File: config.mk
export PLATFORM = sky130hd
export DESIGN_NAME = laser_cover_search_flat
export DESIGN_NICKNAME = d
export VERILOG_FILES = /design/src/rtl/laser_cover_search_if.sv /design/src/rtl/laser_cover_search.sv /design/src/flat_wrapper.sv
export SDC_FILE = /design/constraint.sdc
export NUM_CORES = 1
export LEC_CHECK = 0
export ABC_AREA = 1
export BUFFER_PORTS_ARGS = -buffer_cell sky130_fd_sc_hd__buf_2
export CAP_MARGIN = 10
export CORE_MARGIN = 3
export CORE_UTILIZATION = 60
export CTS_CLUSTER_SIZE = 24
export DETAILED_ROUTE_END_ITERATION = 10
export PLACE_DENSITY = 0.85
export SLEW_MARGIN = 40
export SYNTH_ARGS = -nofsm -noshare
export SYNTH_HDL_FRONTEND = slang
export SYNTH_SLANG_ARGS = --single-unit
File: constraint.sdc
create_clock -name CLK -period 16.6 [get_ports CLK]
set_clock_uncertainty 0.15 [all_clocks]
set_input_delay 4.98 -clock CLK [delete_from_list [all_inputs] [get_ports CLK]]
set_output_delay 4.98 -clock CLK [all_outputs]
set_load 0.1 [all_outputs]
File: src/rtl/laser_cover_search_if.sv
// Point-load handshake and result bus for laser_cover_search.
//   master (job source): drives IN_VALID/X/Y, observes IN_READY and the results.
//   slave  (search engine): accepts points, returns C1X/C1Y/C2X/C2Y/CNT and the DONE pulse.
interface laser_cover_search_if #(
  parameter int unsigned COORD_W = 4,
  parameter int unsigned NPTS    = 40
);
  localparam int unsigned CNT_W = $clog2(NPTS + 1);

  logic               IN_VALID;
  logic [COORD_W-1:0] X;
  logic [COORD_W-1:0] Y;
  logic               IN_READY;
  logic [COORD_W-1:0] C1X;
  logic [COORD_W-1:0] C1Y;
  logic [COORD_W-1:0] C2X;
  logic [COORD_W-1:0] C2Y;
  logic [CNT_W-1:0]   CNT;
  logic               DONE;

  modport master (
    output IN_VALID, X, Y,
    input  IN_READY, C1X, C1Y, C2X, C2Y, CNT, DONE
  );

  modport slave (
    input  IN_VALID, X, Y,
    output IN_READY, C1X, C1Y, C2X, C2Y, CNT, DONE
  );
endinterface

File: src/rtl/laser_cover_search.sv
// Two-circle coverage search: loads NPTS points, then raster-scans every grid
// candidate for one circle at a time (the other held fixed) and refines the
// pair pass by pass until the covered count stops improving or MAX_PASS runs out.
//   CLK, RST_N : clock, asynchronous active-low reset
//   bus        : point load (IN_VALID/X/Y/IN_READY) and held results with DONE pulse
module laser_cover_search #(
  parameter int unsigned COORD_W   = 4,
  parameter int unsigned NPTS      = 40,
  parameter int unsigned LANES     = 2,
  parameter int unsigned RADIUS_SQ = 16,
  parameter int unsigned MAX_PASS  = 6
) (
  input logic                CLK,
  input logic                RST_N,
  laser_cover_search_if.slave bus
);
  localparam int unsigned NSLICE  = NPTS / LANES;
  localparam int unsigned SLICE_W = (NSLICE > 1) ? $clog2(NSLICE) : 1;
  localparam int unsigned IDX_W   = $clog2(NPTS);
  localparam int unsigned CNT_W   = $clog2(NPTS + 1);
  localparam int unsigned PASS_W  = $clog2(MAX_PASS + 1);
  localparam int unsigned SQ_W    = 2 * COORD_W + 1;

  typedef enum logic [1:0] {S_LOAD, S_SCAN, S_PASS_END, S_DONE} state_t;

  state_t             state, next_state;
  logic [COORD_W-1:0] pts_x [NPTS];
  logic [COORD_W-1:0] pts_y [NPTS];
  logic [IDX_W-1:0]   load_cnt;
  logic [SLICE_W-1:0] slice;
  logic [COORD_W-1:0] cand_x, cand_y;
  logic [COORD_W-1:0] w1x, w1y, w2x, w2y;
  logic [CNT_W-1:0]   acc, pass_best, prev_best;
  logic [PASS_W-1:0]  pass_q;
  logic               in_ready_q, done_q;
  logic [COORD_W-1:0] c1x_q, c1y_q, c2x_q, c2y_q;
  logic [CNT_W-1:0]   cnt_q;

  logic               accept_c, last_pt_c, last_slice_c, last_cand_c;
  logic               a_is_c2_c, b_en_c, better_c, finish_c;
  logic [COORD_W-1:0] bx_c, by_c;
  logic [CNT_W-1:0]   lane_sum_c, total_c;

  // Distances are formed as compare-then-subtract so they never wrap.
  function automatic logic in_circle(input logic [COORD_W-1:0] px, input logic [COORD_W-1:0] py,
                                     input logic [COORD_W-1:0] cx, input logic [COORD_W-1:0] cy);
    logic [COORD_W-1:0] dx, dy;
    logic [SQ_W-1:0]    sum;
    dx  = (px >= cx) ? px - cx : cx - px;
    dy  = (py >= cy) ? py - cy : cy - py;
    sum = SQ_W'(dx) * SQ_W'(dx) + SQ_W'(dy) * SQ_W'(dy);
    return sum <= SQ_W'(RADIUS_SQ);
  endfunction

  assign accept_c     = bus.IN_VALID && in_ready_q;
  assign last_pt_c    = (load_cnt == IDX_W'(NPTS - 1));
  assign last_slice_c = (slice == SLICE_W'(NSLICE - 1));
  assign last_cand_c  = (&cand_x) && (&cand_y);
  // Odd passes move circle 2; the other circle only counts after pass 0.
  assign a_is_c2_c    = pass_q[0];
  assign b_en_c       = (pass_q != '0);
  assign bx_c         = a_is_c2_c ? w1x : w2x;
  assign by_c         = a_is_c2_c ? w1y : w2y;
  assign total_c      = acc + lane_sum_c;
  assign better_c     = (total_c >= pass_best);
  assign finish_c     = (pass_q == PASS_W'(MAX_PASS - 1)) ||
                        ((pass_q != '0) && (pass_best == prev_best));

  // Union coverage of the current slice: each lane tests one point.
  always_comb begin
    lane_sum_c = '0;
    for (int unsigned k = 0; k < LANES; k++) begin
      lane_sum_c = lane_sum_c + CNT_W'(
        in_circle(pts_x[IDX_W'(32'(slice) * LANES + k)], pts_y[IDX_W'(32'(slice) * LANES + k)],
                  cand_x, cand_y) ||
        (b_en_c && in_circle(pts_x[IDX_W'(32'(slice) * LANES + k)],
                             pts_y[IDX_W'(32'(slice) * LANES + k)], bx_c, by_c)));
    end
  end

  // State register.
  always_ff @(posedge CLK or negedge RST_N) begin
    if (!RST_N) state <= S_LOAD;
    else        state <= next_state;
  end

  // Next-state logic.
  always_comb begin
    next_state = state;
    case (state)
      S_LOAD:     if (accept_c && last_pt_c) next_state = S_SCAN;
      S_SCAN:     if (last_slice_c && last_cand_c) next_state = S_PASS_END;
      S_PASS_END: next_state = finish_c ? S_DONE : S_SCAN;
      S_DONE:     next_state = S_LOAD;
      default:    next_state = S_LOAD;
    endcase
  end

  // Point memory; contents are don't-care after reset.
  always_ff @(posedge CLK) begin
    if (accept_c) begin
      pts_x[load_cnt] <= bus.X;
      pts_y[load_cnt] <= bus.Y;
    end
  end

  // Search datapath and held results.
  always_ff @(posedge CLK or negedge RST_N) begin
    if (!RST_N) begin
      load_cnt   <= '0;
      slice      <= '0;
      cand_x     <= '0;
      cand_y     <= '0;
      acc        <= '0;
      pass_best  <= '0;
      prev_best  <= '0;
      pass_q     <= '0;
      w1x        <= '0;
      w1y        <= '0;
      w2x        <= '0;
      w2y        <= '0;
      in_ready_q <= 1'b0;
      done_q     <= 1'b0;
      c1x_q      <= '0;
      c1y_q      <= '0;
      c2x_q      <= '0;
      c2y_q      <= '0;
      cnt_q      <= '0;
    end else begin
      in_ready_q <= (next_state == S_LOAD);
      done_q     <= 1'b0;
      case (state)
        S_LOAD: begin
          if (accept_c) begin
            load_cnt <= last_pt_c ? '0 : load_cnt + IDX_W'(1);
            if (last_pt_c) begin
              slice     <= '0;
              cand_x    <= '0;
              cand_y    <= '0;
              acc       <= '0;
              pass_best <= '0;
              prev_best <= '0;
              pass_q    <= '0;
              w1x       <= '0;
              w1y       <= '0;
              w2x       <= '0;
              w2y       <= '0;
            end
          end
        end
        S_SCAN: begin
          if (last_slice_c) begin
            acc   <= '0;
            slice <= '0;
            // >= lets the latest raster candidate win ties.
            if (better_c) begin
              pass_best <= total_c;
              if (a_is_c2_c) begin
                w2x <= cand_x;
                w2y <= cand_y;
              end else begin
                w1x <= cand_x;
                w1y <= cand_y;
              end
            end
            cand_x <= cand_x + COORD_W'(1);
            if (&cand_x) cand_y <= cand_y + COORD_W'(1);
          end else begin
            acc   <= total_c;
            slice <= slice + SLICE_W'(1);
          end
        end
        S_PASS_END: begin
          if (finish_c) begin
            done_q <= 1'b1;
            c1x_q  <= w1x;
            c1y_q  <= w1y;
            c2x_q  <= w2x;
            c2y_q  <= w2y;
            cnt_q  <= pass_best;
          end else begin
            prev_best <= pass_best;
            pass_best <= '0;
            pass_q    <= pass_q + PASS_W'(1);
          end
        end
        default: ;
      endcase
    end
  end

  assign bus.IN_READY = in_ready_q;
  assign bus.DONE     = done_q;
  assign bus.C1X      = c1x_q;
  assign bus.C1Y      = c1y_q;
  assign bus.C2X      = c2x_q;
  assign bus.C2Y      = c2y_q;
  assign bus.CNT      = cnt_q;
endmodule

File: src/flat_wrapper.sv
// flat-port wrapper written by rule: the top's interface ports become plain ports
module laser_cover_search_flat 
#(
  parameter int unsigned COORD_W   = 4,
  parameter int unsigned NPTS      = 40,
  parameter int unsigned LANES     = 2,
  parameter int unsigned RADIUS_SQ = 16,
  parameter int unsigned MAX_PASS  = 6
)
  (CLK, RST_N, bus_IN_VALID, bus_X, bus_Y, bus_IN_READY, bus_C1X, bus_C1Y, bus_C2X, bus_C2Y, bus_CNT, bus_DONE);
  laser_cover_search_if #(.COORD_W(COORD_W), .NPTS(NPTS)) bus_i ();
  input logic CLK;
  input logic RST_N;
  input wire logic [$bits(bus_i.IN_VALID)-1:0] bus_IN_VALID;
  input wire logic [$bits(bus_i.X)-1:0] bus_X;
  input wire logic [$bits(bus_i.Y)-1:0] bus_Y;
  output wire logic [$bits(bus_i.IN_READY)-1:0] bus_IN_READY;
  output wire logic [$bits(bus_i.C1X)-1:0] bus_C1X;
  output wire logic [$bits(bus_i.C1Y)-1:0] bus_C1Y;
  output wire logic [$bits(bus_i.C2X)-1:0] bus_C2X;
  output wire logic [$bits(bus_i.C2Y)-1:0] bus_C2Y;
  output wire logic [$bits(bus_i.CNT)-1:0] bus_CNT;
  output wire logic [$bits(bus_i.DONE)-1:0] bus_DONE;
  assign bus_i.IN_VALID = bus_IN_VALID;
  assign bus_i.X = bus_X;
  assign bus_i.Y = bus_Y;
  assign bus_IN_READY = bus_i.IN_READY;
  assign bus_C1X = bus_i.C1X;
  assign bus_C1Y = bus_i.C1Y;
  assign bus_C2X = bus_i.C2X;
  assign bus_C2Y = bus_i.C2Y;
  assign bus_CNT = bus_i.CNT;
  assign bus_DONE = bus_i.DONE;
  laser_cover_search #(.COORD_W(COORD_W), .NPTS(NPTS), .LANES(LANES), .RADIUS_SQ(RADIUS_SQ), .MAX_PASS(MAX_PASS)) u_core (.CLK(CLK), .RST_N(RST_N), .bus(bus_i));
endmodule
==> run_results.csv <==
group,metric,value,unit
logic_synthesis,synth_cells,2175,
layout,final_nets,2395,
routing,drt_iter0_drc,1846,
floorplanning,num_io_pins,35,
worst_setup_path,worst_path_max_delay_cell,"dfrtp_2",
cts,cts_resized,0,
cts,cts_made_buffers,41,
outcome,outcome,"finished, final reports clean",
logic_synthesis,synth_warnings,0,
cts,cts_tree,"yes",
timing,setup_tns,0,ns
timing,finalSetupViolations,0,
cts,cts_hold_buf,0,
logic_synthesis,synth.avg_cell_area,10.0,um2
worst_setup_path,critPathCaptureType,"flip-flop",
routing,wl_per_cell,19.3,um
logic_synthesis,synth-async-reset-ratio,0.204,
timing,finalCritPeriodShare,0.667,
logic_synthesis,synth_nets,2385,
layout,area_growth,8.70,%
worst_setup_path,crit_fanout,74,
placement,post-dp-hpwl,34400,um
global_route,grt_pass1_vias,16000,
placement,io_buffer_count,34,
timing,hold_viol,0,
flow_run,maxCapViolCount,0,
floorplanning,rows,69,
worst_hold_path,min_path_type,"reg2reg",
global_route,overflow,0,
global_route,grt_max_degree,83,
logic_synthesis,synth-main-ff-cell,"edfxtp_1",
floorplanning,die_w,197,um
routing,first_pass_iters,6,
layout,num-fill-cells,2552,
logic_synthesis,synth_top_area_frac,0.441,
cts,clk_path_buf_depth,3,
cts,root_buffer,"clkbuf_16",
timing,fin_crit,11.07,ns
timing,relSlewSlack,0.437,
logic_synthesis,synth-seq-cells,402,
worst_setup_path,worst-setup-path-type,"reg2reg",
timing,finalMaxSlewViolations,0,
floorplanning,core_area,0.0357,mm2
layout,drive_above_1_share,0.0691,
layout,multi_input_area,0.00886,mm2
routing,drt-total-wl,51600,um
worst_setup_path,critical-path-max-stage-delay,0.89,ns
routing,final_antenna_net_count,0,
floorplanning,start_util,0.611,
cts,clk_pin_slew,0.06,ns
timing,tightest_slew,0.845,ns
logic_synthesis,yosys-top-cells-area,"edfxtp_1 (44%), dfrtp_1 (9.4%), ha_1 (7.9%), nand2_1 (5.9%), nor2_1 (5.7%)",
layout,antennaDiodeCount,0,
routing,via_per_inst,6.00,
logic_synthesis,synth_enable_flop_cells,320,
logic_synthesis,yosys.cell_types.count,48,
timing,rsz0062_at_grt,"no",
worst_setup_path,worstPathRequired,16.93,ns
floorplanning,die_area,0.0386,mm2
logic_synthesis,yosys.area.top_type,"edfxtp_1",
worst_setup_path,cpMostUsedCell,"nand2_1",
placement,gp_congestion,0.938,
logic_synthesis,synth_area,0.0218,mm2
cts,cts_sinks,402,
cts,clock_latency,0.57,ns
worst_setup_path,arrival,11.40,ns
routing,route.vias.total,16100,
routing,drc,0,
global_route,grt_use_total,0.266,
worst_setup_path,cp-start-kind,"flip-flop",
layout,register_area,0.0117,mm2
global_route,grt_pass1_wl,82400,um
cts,cts_htree_levels,2,
floorplanning,die_height,197,um
global_route,antenna_found_initial,0,
timing,fmax,90.3,MHz
logic_synthesis,seq_area_frac_synth,0.535,
cts,cts_setup_buffers,0,
final timing paths:
check	startpoint	end	slack, ns	cells past startpoint
setup / recovery	u_core.slice[1]$_DFFE_PN0P_	u_core.w1x[2]$_DFFE_PN0P_	5.53	49
hold / removal	u_core.bus.C2X[3]$_DFFE_PN0P_	u_core.bus.C2X[3]$_DFFE_PN0P_	0.32	2
setup reg to reg	u_core.slice[1]$_DFFE_PN0P_	u_core.w1x[2]$_DFFE_PN0P_	5.53	49
hold reg to reg	u_core.bus.C2X[3]$_DFFE_PN0P_	u_core.bus.C2X[3]$_DFFE_PN0P_	0.32	2
max in group asynchronous	RST_N	u_core.slice[0]$_DFFE_PN0P_	11.57	2
min in group asynchronous	RST_N	u_core.bus.CNT[1]$_DFFE_PN0P_	4.13	1
final cells by class:
class	instances	share of cell area
Sequential cell	402	0.493
Multi-Input combinational cell	1446	0.374
Clock buffer	48	0.0449
Inverter	242	0.0385
Tap cell	461	0.0244
Timing Repair Buffer	52	0.0141
Clock inverter	24	0.0113
synthesized netlist by cell type, types with 2 or more instances:
master and count:
inv_2 11, o21ai_0 201, clkbuf_1 46, ha_1 138, xnor2_1 11, nand2_2 5
o21ai_1 59, o31ai_1 2, nor2_4 2, a31oi_1 2, o221ai_1 2, fa_1 61
nand2_1 344, clkinv_1 2, nor3_1 6, inv_1 228, nand3b_1 6, buf_2 27
buf_1 6, nor2_1 328, a21o_1 2, nand3_2 2, nor4_1 7, o22ai_1 44
nand4_1 20, o21bai_1 9, dfrtp_1 82, xor2_1 25, or2_2 4, buf_4 5
nand3_1 73, o211ai_1 36, a21oi_1 45, edfxtp_1 320
cell usage in the layout (no fill, tap or decap), types with 61 or more instances in the layout:
cell      netlist  routed
nand3_1        73      73
nor2_1        328     320
dfrtp_1        82      80
edfxtp_1      320     320
nand2_1       344     344
o21ai_0       201     198
o21ai_1        59      62
ha_1          138     138
inv_1         228     228
fa_1           61      61
through the flow:
step / util / hold slack, ns / area [um2] / instances / setup WS (ns)
6_report: 0.664 / 0.321 / 23700 / 2675 / 5.53
5_1_grt: 0.664 / 0.335 / 23700 / 2675 / 4.82
4_1_cts: 0.663 / 0.326 / 23600 / 2674 / 5.74
3_5_place_dp: 0.625 / 0.310 / 22300 / 2602 / 5.80
3_3_place_gp: 0.625 / 0.310 / 22300 / 2602 / 6.19
2_1_floorplan: - / 0.292 / 21800 / 2175 / 7.99
logic make-up (layout without fill, tap and decap cells):
group	count (synthesis)	after routing	share of synthesized area
AOI/OAI and AO/OA	409	409	0.104
xor gates and xnor gates	36	36	0.0145
adders and majority gates	199	199	0.135
buffers and inverters	327	366	0.0592
DFF	402	402	0.535
and+or+nand+nor	802	802	0.152
worst max-delay path: cells and delay by family, from the launching register on:
family	cells	cell delay, ns
xor gates and xnor gates	1	0.24
adders and majority gates	10	3.96
AOI/OAI and AO/OA	9	1.55
and+or+nand+nor	20	2.24
DFF	1	0.89
buffers and inverters	9	1.85
sequential cells by signal, indices dropped and copies added (netlist names), 2 cells and up:
signal and flops:
u_core.pts_x 160, u_core.pts_y 160, u_core.acc 6, u_core.bus.CNT 6, u_core.load_cnt 6, u_core.pass_best 6
u_core.prev_best 6, u_core.slice 5, u_core.bus.C1X 4, u_core.bus.C1Y 4, u_core.bus.C2X 4, u_core.bus.C2Y 4
u_core.cand_x 4, u_core.cand_y 4, u_core.w1x 4, u_core.w1y 4, u_core.w2x 4, u_core.w2y 4
u_core.pass_q 3, u_core.state 2
metal layers:
layer / vias to the layer above / wire (um) / global-route usage / share of wire
met3: 166 / 4160 / 0.0472 / 0.081
met4: 0 / 2150 / 0.116 / 0.042
li1: 7399 / - / - / -
met2: 798 / 25500 / 0.452 / 0.49
met1: 7689 / 19800 / 0.340 / 0.38
met5: - / 0 / 0 / 0
Power is not shown: default switching activity piles up to over one toggle a cycle in this logic, so the estimate is an artifact.
